--- src/rtl/mips_mc_pkg.sv ---
// mips_mc_pkg: opcodes, funct codes, FSM states and ALU ops for the multi-cycle MIPS core.
package mips_mc_pkg;
  localparam logic [31:0] RESET_PC_DEF = 32'h0000_3000;
  localparam int NREG_LOG2_DEF = 5;
  localparam logic [5:0] OP_RTYPE = 6'h00, OP_J = 6'h02, OP_JAL = 6'h03, OP_BEQ = 6'h04,
                         OP_BNE = 6'h05, OP_ADDIU = 6'h09, OP_ORI = 6'h0D, OP_LUI = 6'h0F,
                         OP_LW = 6'h23, OP_SW = 6'h2B;
  localparam logic [5:0] FN_JR = 6'h08, FN_ADDU = 6'h21, FN_SUBU = 6'h23, FN_AND = 6'h24,
                         FN_OR = 6'h25, FN_SLT = 6'h2A;
  typedef enum logic [2:0] {FETCH, DECODE, EXEC, MEM, WB} state_e;
  typedef enum logic [2:0] {ALU_ADD, ALU_SUB, ALU_AND, ALU_OR, ALU_SLT, ALU_PASSB} alu_op_e;
endpackage

--- src/rtl/mips_mc_alu.sv ---
// mips_mc_alu: shared combinational ALU; slt is signed, arithmetic wraps.
module mips_mc_alu
  import mips_mc_pkg::*;
(
  input  logic [31:0] a_i,
  input  logic [31:0] b_i,
  input  alu_op_e     op_i,
  output logic [31:0] y_o,
  output logic        zero_o
);
  always_comb begin
    y_o = op_i == ALU_ADD ? a_i + b_i :
          op_i == ALU_SUB ? a_i - b_i :
          op_i == ALU_AND ? a_i & b_i :
          op_i == ALU_OR  ? a_i | b_i :
          op_i == ALU_SLT ? {31'd0, $signed(a_i) < $signed(b_i)} : b_i;
    zero_o = y_o == 32'd0;
  end
endmodule

--- src/rtl/mips_mc_core.sv ---
// mips_mc_core: multi-cycle MIPS core (FETCH/DECODE/EXEC/MEM/WB) on one shared req/ready word bus.
// Define MIPS_MC_PERF_EN to build the cycle and retired-instruction counters.
module mips_mc_core
  import mips_mc_pkg::*;
#(
  parameter logic [31:0] RESET_PC  = RESET_PC_DEF,
  parameter int          ADDR_W    = 32,
  parameter int          NREG_LOG2 = NREG_LOG2_DEF
) (
  input  logic              clk,
  input  logic              reset,
  output logic              mem_req,
  output logic              mem_we,
  output logic [ADDR_W-1:0] mem_addr,
  output logic [31:0]       mem_wdata,
  input  logic              mem_ready,
  input  logic [31:0]       mem_rdata,
  output logic              wb_valid,
  output logic [31:0]       wb_pc,
  output logic [4:0]        wb_reg,
  output logic [31:0]       wb_data,
  output logic [31:0]       cycle_cnt,
  output logic [31:0]       instret_cnt
);
  state_e state_q, state_d;
  logic [31:0] pc_q, pc_d, ir_q, ir_d, alu_q, alu_d, mdr_q, mdr_d;
  logic run_q;
  logic [31:0] regs_q [1<<NREG_LOG2];
  logic [5:0] op, fn;
  logic [4:0] rs, rt, rd;
  logic [15:0] imm;
  logic [31:0] rs_v, rt_v, sext, b_v, alu_y, addr_sel;
  logic is_r, is_r_alu, is_jr, is_j, is_jal, is_br, is_lw, is_sw, is_exec, alu_zero, take;
  alu_op_e alu_op;
  assign op   = ir_q[31:26];
  assign rs   = ir_q[25:21];
  assign rt   = ir_q[20:16];
  assign rd   = ir_q[15:11];
  assign imm  = ir_q[15:0];
  assign fn   = ir_q[5:0];
  assign rs_v = regs_q[rs];
  assign rt_v = regs_q[rt];
  assign sext = {{16{imm[15]}}, imm};
  assign is_r     = op == OP_RTYPE;
  assign is_r_alu = is_r && (fn == FN_ADDU || fn == FN_SUBU || fn == FN_AND || fn == FN_OR || fn == FN_SLT);
  assign is_jr    = is_r && fn == FN_JR;
  assign is_j     = op == OP_J;
  assign is_jal   = op == OP_JAL;
  assign is_br    = op == OP_BEQ || op == OP_BNE;
  assign is_lw    = op == OP_LW;
  assign is_sw    = op == OP_SW;
  assign is_exec  = is_r_alu || is_br || is_lw || is_sw || op == OP_ORI || op == OP_LUI || op == OP_ADDIU;
  assign alu_op = (is_br || (is_r && fn == FN_SUBU)) ? ALU_SUB :
                  (is_r && fn == FN_AND) ? ALU_AND :
                  (op == OP_ORI || (is_r && fn == FN_OR)) ? ALU_OR :
                  (is_r && fn == FN_SLT) ? ALU_SLT :
                  op == OP_LUI ? ALU_PASSB : ALU_ADD;
  assign b_v = (is_r || is_br) ? rt_v : op == OP_ORI ? {16'd0, imm} : op == OP_LUI ? {imm, 16'd0} : sext;
  assign take = (op == OP_BNE) ^ alu_zero;
  mips_mc_alu u_alu (.a_i(rs_v), .b_i(b_v), .op_i(alu_op), .y_o(alu_y), .zero_o(alu_zero));
  assign mem_addr  = ADDR_W'({addr_sel[31:2], 2'b00});
  assign mem_wdata = rt_v;
  assign wb_pc     = pc_q - 32'd4;
  always_comb begin
    state_d  = state_q;
    pc_d     = pc_q;
    ir_d     = ir_q;
    alu_d    = alu_q;
    mdr_d    = mdr_q;
    mem_req  = 1'b0;
    mem_we   = 1'b0;
    addr_sel = pc_q;
    wb_valid = 1'b0;
    wb_reg   = is_r ? rd : rt;
    wb_data  = is_lw ? mdr_q : alu_q;
    case (state_q)
      FETCH: begin
        mem_req = run_q;
        if (run_q && mem_ready) begin
          ir_d    = mem_rdata;
          pc_d    = pc_q + 32'd4;
          state_d = DECODE;
        end
      end
      DECODE: begin
        state_d = is_exec ? EXEC : FETCH;
        if (is_j || is_jal) pc_d = {pc_q[31:28], ir_q[25:0], 2'b00};
        if (is_jr) pc_d = rs_v;
        if (is_jal) begin
          wb_valid = 1'b1;
          wb_reg   = 5'd31;
          wb_data  = pc_q;
        end
      end
      EXEC: begin
        alu_d   = alu_y;
        state_d = is_br ? FETCH : (is_lw || is_sw) ? MEM : WB;
        if (is_br && take) pc_d = pc_q + {sext[29:0], 2'b00};
      end
      MEM: begin
        mem_req  = 1'b1;
        mem_we   = is_sw;
        addr_sel = alu_q;
        if (mem_ready) begin
          mdr_d   = mem_rdata;
          state_d = is_sw ? FETCH : WB;
        end
      end
      WB: begin
        wb_valid = 1'b1;
        state_d  = FETCH;
      end
      default: state_d = FETCH;
    endcase
  end
  always_ff @(posedge clk) begin
    if (reset) begin
      state_q <= FETCH;
      pc_q    <= RESET_PC;
      ir_q    <= '0;
      alu_q   <= '0;
      mdr_q   <= '0;
      run_q   <= 1'b0;
      for (int i = 0; i < (1 << NREG_LOG2); i++) regs_q[i] <= '0;
    end else begin
      state_q <= state_d;
      pc_q    <= pc_d;
      ir_q    <= ir_d;
      alu_q   <= alu_d;
      mdr_q   <= mdr_d;
      run_q   <= 1'b1;
      if (wb_valid && wb_reg != 5'd0) regs_q[wb_reg] <= wb_data;
    end
  end
`ifdef MIPS_MC_PERF_EN
  logic [31:0] cyc_q, ret_q;
  always_ff @(posedge clk) begin
    if (reset) begin
      cyc_q <= '0;
      ret_q <= '0;
    end else begin
      cyc_q <= cyc_q + 32'd1;
      if (state_q != FETCH && state_d == FETCH) ret_q <= ret_q + 32'd1;
    end
  end
  assign cycle_cnt   = cyc_q;
  assign instret_cnt = ret_q;
`else
  assign cycle_cnt   = '0;
  assign instret_cnt = '0;
`endif
endmodule

--- config.mk ---
export PLATFORM = sky130hd
export DESIGN_NAME = mips_mc_core
export DESIGN_NICKNAME = d
export VERILOG_FILES = /design/src/rtl/mips_mc_pkg.sv /design/src/rtl/mips_mc_alu.sv /design/src/rtl/mips_mc_core.sv
export SDC_FILE = /design/constraint.sdc
export NUM_CORES = 2
export LEC_CHECK = 0
export BUFFER_PORTS_ARGS = -buffer_cell sky130_fd_sc_hd__clkbuf_2
export CAP_MARGIN = 20
export CORE_MARGIN = 4
export CORE_UTILIZATION = 30
export DETAILED_ROUTE_END_ITERATION = 10
export GPL_ROUTABILITY_DRIVEN = 1
export GPL_TIMING_DRIVEN = 0
export PLACE_DENSITY = 0.52
export SETUP_SLACK_MARGIN = 0.2
export SYNTH_ARGS = -nofsm -noshare
export SYNTH_HDL_FRONTEND = slang
export SYNTH_SLANG_ARGS = --single-unit
--- constraint.sdc ---
create_clock -name clk -period 9.6 [get_ports clk]
set_input_delay 1.44 -clock clk [delete_from_list [all_inputs] [get_ports clk]]
set_output_delay 1.44 -clock clk [all_outputs]
set_load 0.01 [all_outputs]
# Word level (Yosys, flattened, before mapping)
# Memory sizes are Yosys's and may differ from the RTL's. A register that Yosys moved wholly into a read port is not among the register bits.
# Index checks and enable logic that the tools add are counted.
[totals]
ram_bits = 1024
reg_bits = 132
in_bits = 35
word_cells = 131
latch_bits = 0
output_inout_bits = 200
memories = 1
mem_bits_ro = 0
[classes]
n_div = 0
add_sub_neg = 5
reduce_logical = 37
order_cmp = 1
n_mux = 49
multipliers = 0
n_eq_ne = 28
bitwise = 3
shift = 0
[mem_list]
columns = ["memory", "depth", "word_bits", "read_ports", "rd_clocked_by_memory_dff", "write_ports", "line", "rtl"]
rows = [
  ["regs_q", 32, 32, 2, 2, 32, "mips_mc_core.sv:28", "logic [31:0] regs_q [1<<NREG_LOG2];"],
]
[ops]
columns = ["cell", "count"]
rows = [
  ["$mux W32", 15],
  ["$pmux W32 S3", 1],
  ["$add A32 B32 Y32", 2],
  ["$eq A6 B6 Y1 const B", 7],
  ["$mux W5", 8],
  ["$add A32 B3 Y32 const B", 1],
  ["$and A32 B32 Y32", 1],
  ["$logic_not A32 Y1", 1],
  ["$lt A32 B32 Y1", 1],
  ["$or A32 B32 Y32", 1],
  ["$reduce_or A32 Y1", 1],
  ["$sub A32 B3 Y32 const B", 1],
  ["$sub A32 B32 Y32", 1],
  ["$mux W31", 1],
  ["$mux W3", 10],
  ["$mux W28", 1],
  ["$eq A6 B4 Y1 const B", 4],
  ["$logic_or A1 B1 Y1", 16],
  ["$eq A3 B2 Y1 const B", 4],
  ["$eq A6 B2 Y1 const B", 2],
  ["$eq A6 B3 Y1 const B", 2],
  ["$pmux W3 S4", 1],
  ["$logic_and A1 B1 Y1", 9],
  ["$mux W1", 9],
  ["13 further kinds", 23],
]

# Longest topological paths before layout
[depth]
ltp_word = 17
ltp_mapped = 31
depth_no_buf = 23

# Modules after synthesis
# A second synthesis with hierarchy kept.
[unflattened]
hier_cells = 5570
area_unflattened_um2 = 67049.3
[by_module_without_submodules]
columns = ["mod", "cells_per_inst", "area_each_um2", "n_inst", "seq_area_each_um2"]
rows = [
  ["mips_mc_core", 4716, 61577.8, 1, 33592.2],
  ["mips_mc_alu", 854, 5471.5, 1, 0.0],
]

# Least setup slack after synthesis
# No wires, ideal clock.
[synth_path]
path_type = "register -> register"
from = "register with a tool-made name"
to = "register pc_q[2]"
path_stages_with_launch = 30
required_ps = 9477
setup_time_ps = 123
arrival_time_ps = 8056
path_buffers = 8
path_slack_ps = 1420
period_less_slack_ps = 8180
cell_sequence = "dfxtp_1 > clkbuf_1 > buf_2 > buf_1 > buf_1 > clkbuf_1 > clkbuf_1 > clkbuf_1 > buf_1 > mux2i_1 > a22oi_1 > a31oi_1 > o221ai_1 > a22oi_1 > inv_1 > fa_1 > a21o_1 > a221oi_1 > o32ai_1 > a21oi_1 > and3_1 > nor2_1 > xnor2_1 > o221a_2 > or4_1 > nor4_2 > mux2i_1 > nand3_4 > nand2_4 > mux2_1"
[synth_rtl]
columns = ["item", "line", "rtl"]
rows = [
  ["end signal, assigned", "mips_mc_core.sv:127", "pc_q <= pc_d;"],
  ["end, declared", "mips_mc_core.sv:26", "logic [31:0] pc_q, pc_d, ir_q, ir_d, alu_q, alu_d, mdr_q, mdr_d;"],
]

==> load_flow_metrics.sql <==
INSERT INTO impl_metrics (metric_group, metric, value, unit) VALUES
('outcome', 'status', 'finished clean', ''),
('final_layout', 'final_cell_area', '80400', 'um2'),
('power', 'vdd_drop_max', '191', 'uV'),
('worst_setup_path', 'critical_path_required', '10.28', 'ns'),
('grt', 'grt_start_max_net_pins', '33', ''),
('grt', 'grt_pass1_wl', '473000', 'um'),
('sta', 'timing.final.max_slew_violations', '0', ''),
('route', 'vias_per_cell', '6.22', ''),
('placement', 'dpl_cell_area', '74900', 'um2'),
('placement', 'routabilityCongestion', '1.00', ''),
('clocking', 'tritoncts', 'built', ''),
('power', 'p_switching', '4.79', 'mW'),
('floorplanning', 'die-width', '481', 'um'),
('worst_setup_path', 'reg2reg_slack', '0.04', 'ns'),
('logic_synthesis', 'synthArstFlopShare', '0', '%'),
('floorplanning', 'fp.dieArea', '231000', 'um2'),
('sta', 'finalCriticalPeriod', '9.56', 'ns'),
('final_layout', 'multi_input_comb_area', '31400', 'um2'),
('power', 'power.share.clock', '37.2', '%'),
('logic_synthesis', 'synth.ff_latch_count', '1166', ''),
('min_path', 'hold_class', 'flip-flop to flip-flop', ''),
('floorplanning', 'core_region_area', '222000', 'um2'),
('power', 'power_frac_seq', '39.9', '%'),
('sta', 'slew_headroom', '6.39', '%'),
('final_layout', 'fillerInstances', '21800', ''),
('floorplanning', 'starting_density_of_the_core', '30.1', '%'),
('logic_synthesis', 'ys_dominant_reg_cell', 'edfxtp_1', ''),
('logic_synthesis', 'synth_warnings', '0', ''),
('grt', 'initial_antenna_violation_count', '20', ''),
('sta', 'final.setup_skew', '0.0641', 'ns'),
('logic_synthesis', 'synth_top_area_share', '45.9', '%'),
('worst_setup_path', 'criticalPathCategory', 'flip-flop to flip-flop', ''),
('clocking', 'clock_insertion_delay_at_the_later_pin_of_the_skew_report', '0.85', 'ns'),
('route', 'drcViolationCount', '0', ''),
('logic_synthesis', 'syn_area', '67000', 'um2'),
('clocking', 'clock_tree.buffer_depth', '3', ''),
('logic_synthesis', 'netlist_instances', '5617', ''),
('sta', 'fin_tns_setup', '0', 'ns'),
('logic_synthesis', 'synth_top_cell_by_area', 'edfxtp_1', ''),
('sta', 'unrepaired_setup_endpoints_after_global_routing', 'false', ''),
('power', 'internal_power', '9.80', 'mW'),
('sta', 'worst_slew_pin_slew', '1.40', 'ns'),
('logic_synthesis', 'synth_area_per_cell', '11.9', 'um2'),
('floorplanning', 'fp-row-count', '173', ''),
('route', 'antenna_left', '0', ''),
('sta', 'hold_violations', '0', ''),
('logic_synthesis', 'number_of_enable_type_register_cells_in_the_synthesized_netlist', '1024', ''),
('sta', 'finalSetupViolations', '0', ''),
('placement', 'port_buffers', '168', ''),
('placement', 'dp_cells', '9011', ''),
('final_layout', 'post_route_cells_drive_above_1_share', '23.4', '%'),
('logic_synthesis', 'synth.area.top_cells', 'edfxtp_1 46%, mux4_2 18%, nor2_1 6.7%, dfxtp_1 4.2%, mux2i_1 2.8%', ''),
('placement', 'hpwl', '261000', 'um'),
('grt', 'total_routing_usage_gr', '30.1', '%'),
('power', 'static-leakage-power', '27.7', 'nW'),
('grt', 'grt_remaining_overflow', '0', ''),
('power', 'comb_power_share', '23.0', '%'),
('logic_synthesis', 'yosysSeqAreaShare', '50.1', '%'),
('route', 'first_pass_drt_iterations', '9', ''),
('worst_setup_path', 'worst_setup_path_start_kind', 'flip-flop', ''),
('grt', 'first_global_vias', '54200', ''),
('clocking', 'cts.clk_slew.worst_paths', '0.06', 'ns'),
('final_layout', 'layout.nets', '6366', ''),
('floorplanning', 'die-height', '481', 'um'),
('worst_setup_path', 'data_arrival_at_the_endpoint_of_the_critical_path', '10.25', 'ns'),
('clocking', 'htreeDepth', '4', ''),
('clocking', 'cts_inserted_buffers', '137', ''),
('flow_run', 'maxCapViolCount', '0', ''),
('route', 'routed_wl', '359000', 'um'),
('clocking', 'clock-root-buffer', 'clkbuf_16', ''),
('worst_setup_path', 'path_max_fanout', '10', '');
## path summary, 6_finish.rpt
check	start	end	cells after the start
setup / recovery	flip-flop	pc_q[4]	32
hold / removal	mdr_q[7]	mdr_q[7]	2
setup reg to reg	flip-flop	pc_q[4]	32
hold reg to reg	mdr_q[7]	mdr_q[7]	2
## layout make-up
class,count,area share (%)
Multi-Input combinational cell,3823,39.1
Buffer,574,3.52
Clock inverter,78,1.15
Timing Repair Buffer,350,4.60
Tap cell,2975,4.63
Clock buffer,164,4.44
Antenna cell,14,0.0436
Sequential cell,1166,41.8
Inverter,150,0.701
## sequential cells by signal, summed over array words and instances (netlist names), named ones only
name and flops:
state_q 3, run_q 1, pc_q 32, alu_q 32, mdr_q 32, regs_q 1024
ir_q 32
## per-layer routing
metal	up-vias	global-route usage (%)	share of wire, %
met2	5254	42.9	41
li1	22000	-	-
met4	22	17.0	7.1
met5	-	0.0414	0.070
met3	1181	14.6	16
met1	29300	36.9	36
## power groups by stage
stage | combinational [mW] | sequential [mW] | clock, mW
2_1_floorplan | 1.79 | 5.85 | 0
3_3_place_gp | 2.99 | 5.92 | 0
3_5_place_dp | 3.07 | 5.91 | 0
4_1_cts | 3.16 | 5.81 | 5.39
5_1_grt | 3.45 | 5.83 | 5.61
6_report | 3.35 | 5.82 | 5.42
## stage by stage
stage	util, %	worst slack (ns)	hold slack (ns)
finish	36.1	0.0387	0.459
detailed placement	33.7	-3.49	0.451
global placement	32.4	-6.52	0.442
floorplan	-	1.42	0.436
CTS	36.0	0.223	0.459
global route	36.1	0.182	0.484
## cell usage after synthesis (25+ instances only)
library cell	n
o21ai_0	87
nand2b_1	28
a211oi_1	52
a22oi_1	71
a21o_1	32
inv_1	147
a21oi_1	245
edfxtp_1	1024
clkbuf_1	399
ha_1	126
mux2i_1	185
nor3_1	43
mux2_2	32
dfxtp_1	142
o21ai_1	37
mux4_2	546
nand2_1	455
nand3_1	51
buf_4	69
nor2_1	1190
xnor2_1	51
buf_1	81
a221oi_1	28
and2_1	33
nor2b_1	25
## what timing repair did
action,CTS,global route
buffers inserted,12,3
pin swaps,4,3
hold buffers,0,0
setup endpoints to repair,68,30
gates resized for setup,132,71
## cell families (layout without fill, tap and decap cells)
kind of cell               count (synthesis)  after routing  share of synthesized area (%)
buffers and inverters                    725           1316                           4.54
other                                      1            112                        0.00560
adders and majority gates                129            129                           2.44
and+or+nand+nor                         1937           1937                           11.9
xor gates and xnor gates                  75             75                          0.980
DFF                                     1166           1166                           50.1
AOI/OAI and AO/OA                        820            820                           8.33
muxes                                    764            764                           21.7
## layout by cell type, fill, tap and decap left out, drive strengths merged, types with 12 or more instances in the layout
cell / Yosys / final
nor2: 1190 / 1190
edfxtp: 1024 / 1024
clkbuf: 399 / 736
mux4: 546 / 546
nand2: 456 / 456
buf: 176 / 347
a21oi: 263 / 263
mux2i: 185 / 185
inv: 147 / 156
dfxtp: 142 / 142
ha: 126 / 126
o21ai: 124 / 124
conb: 1 / 98
a22oi: 71 / 71
clkinv: 3 / 58
a211oi: 52 / 52
nand3: 52 / 52
xnor2: 51 / 51
nor3: 43 / 43
and2: 33 / 33
mux2: 33 / 33
a21o: 32 / 32
nand2b: 28 / 28
a221oi: 28 / 28
nor2b: 25 / 25
nor4: 25 / 25
o21a: 24 / 24
o211ai: 24 / 24
xor2: 24 / 24
a311oi: 23 / 23
nand4: 18 / 18
o22ai: 18 / 18
a31oi: 17 / 17
and3: 15 / 15
diode: 0 / 14
o21bai: 14 / 14
o221ai: 12 / 12
a2111oi: 12 / 12
## worst max-delay path, delay by kind of cell, from the launching register on
kind                     cells  cell delay [ns]
buffers and inverters       13             3.55
AO/OA/AOI/OAI                7             2.02
AND/OR/NAND/NOR              7             1.89
multiplexers                 4             1.03
adder cells (fa/ha/maj)      1             0.33
flip-flops                   1             0.47
Power figures use the tool's default switching activity.
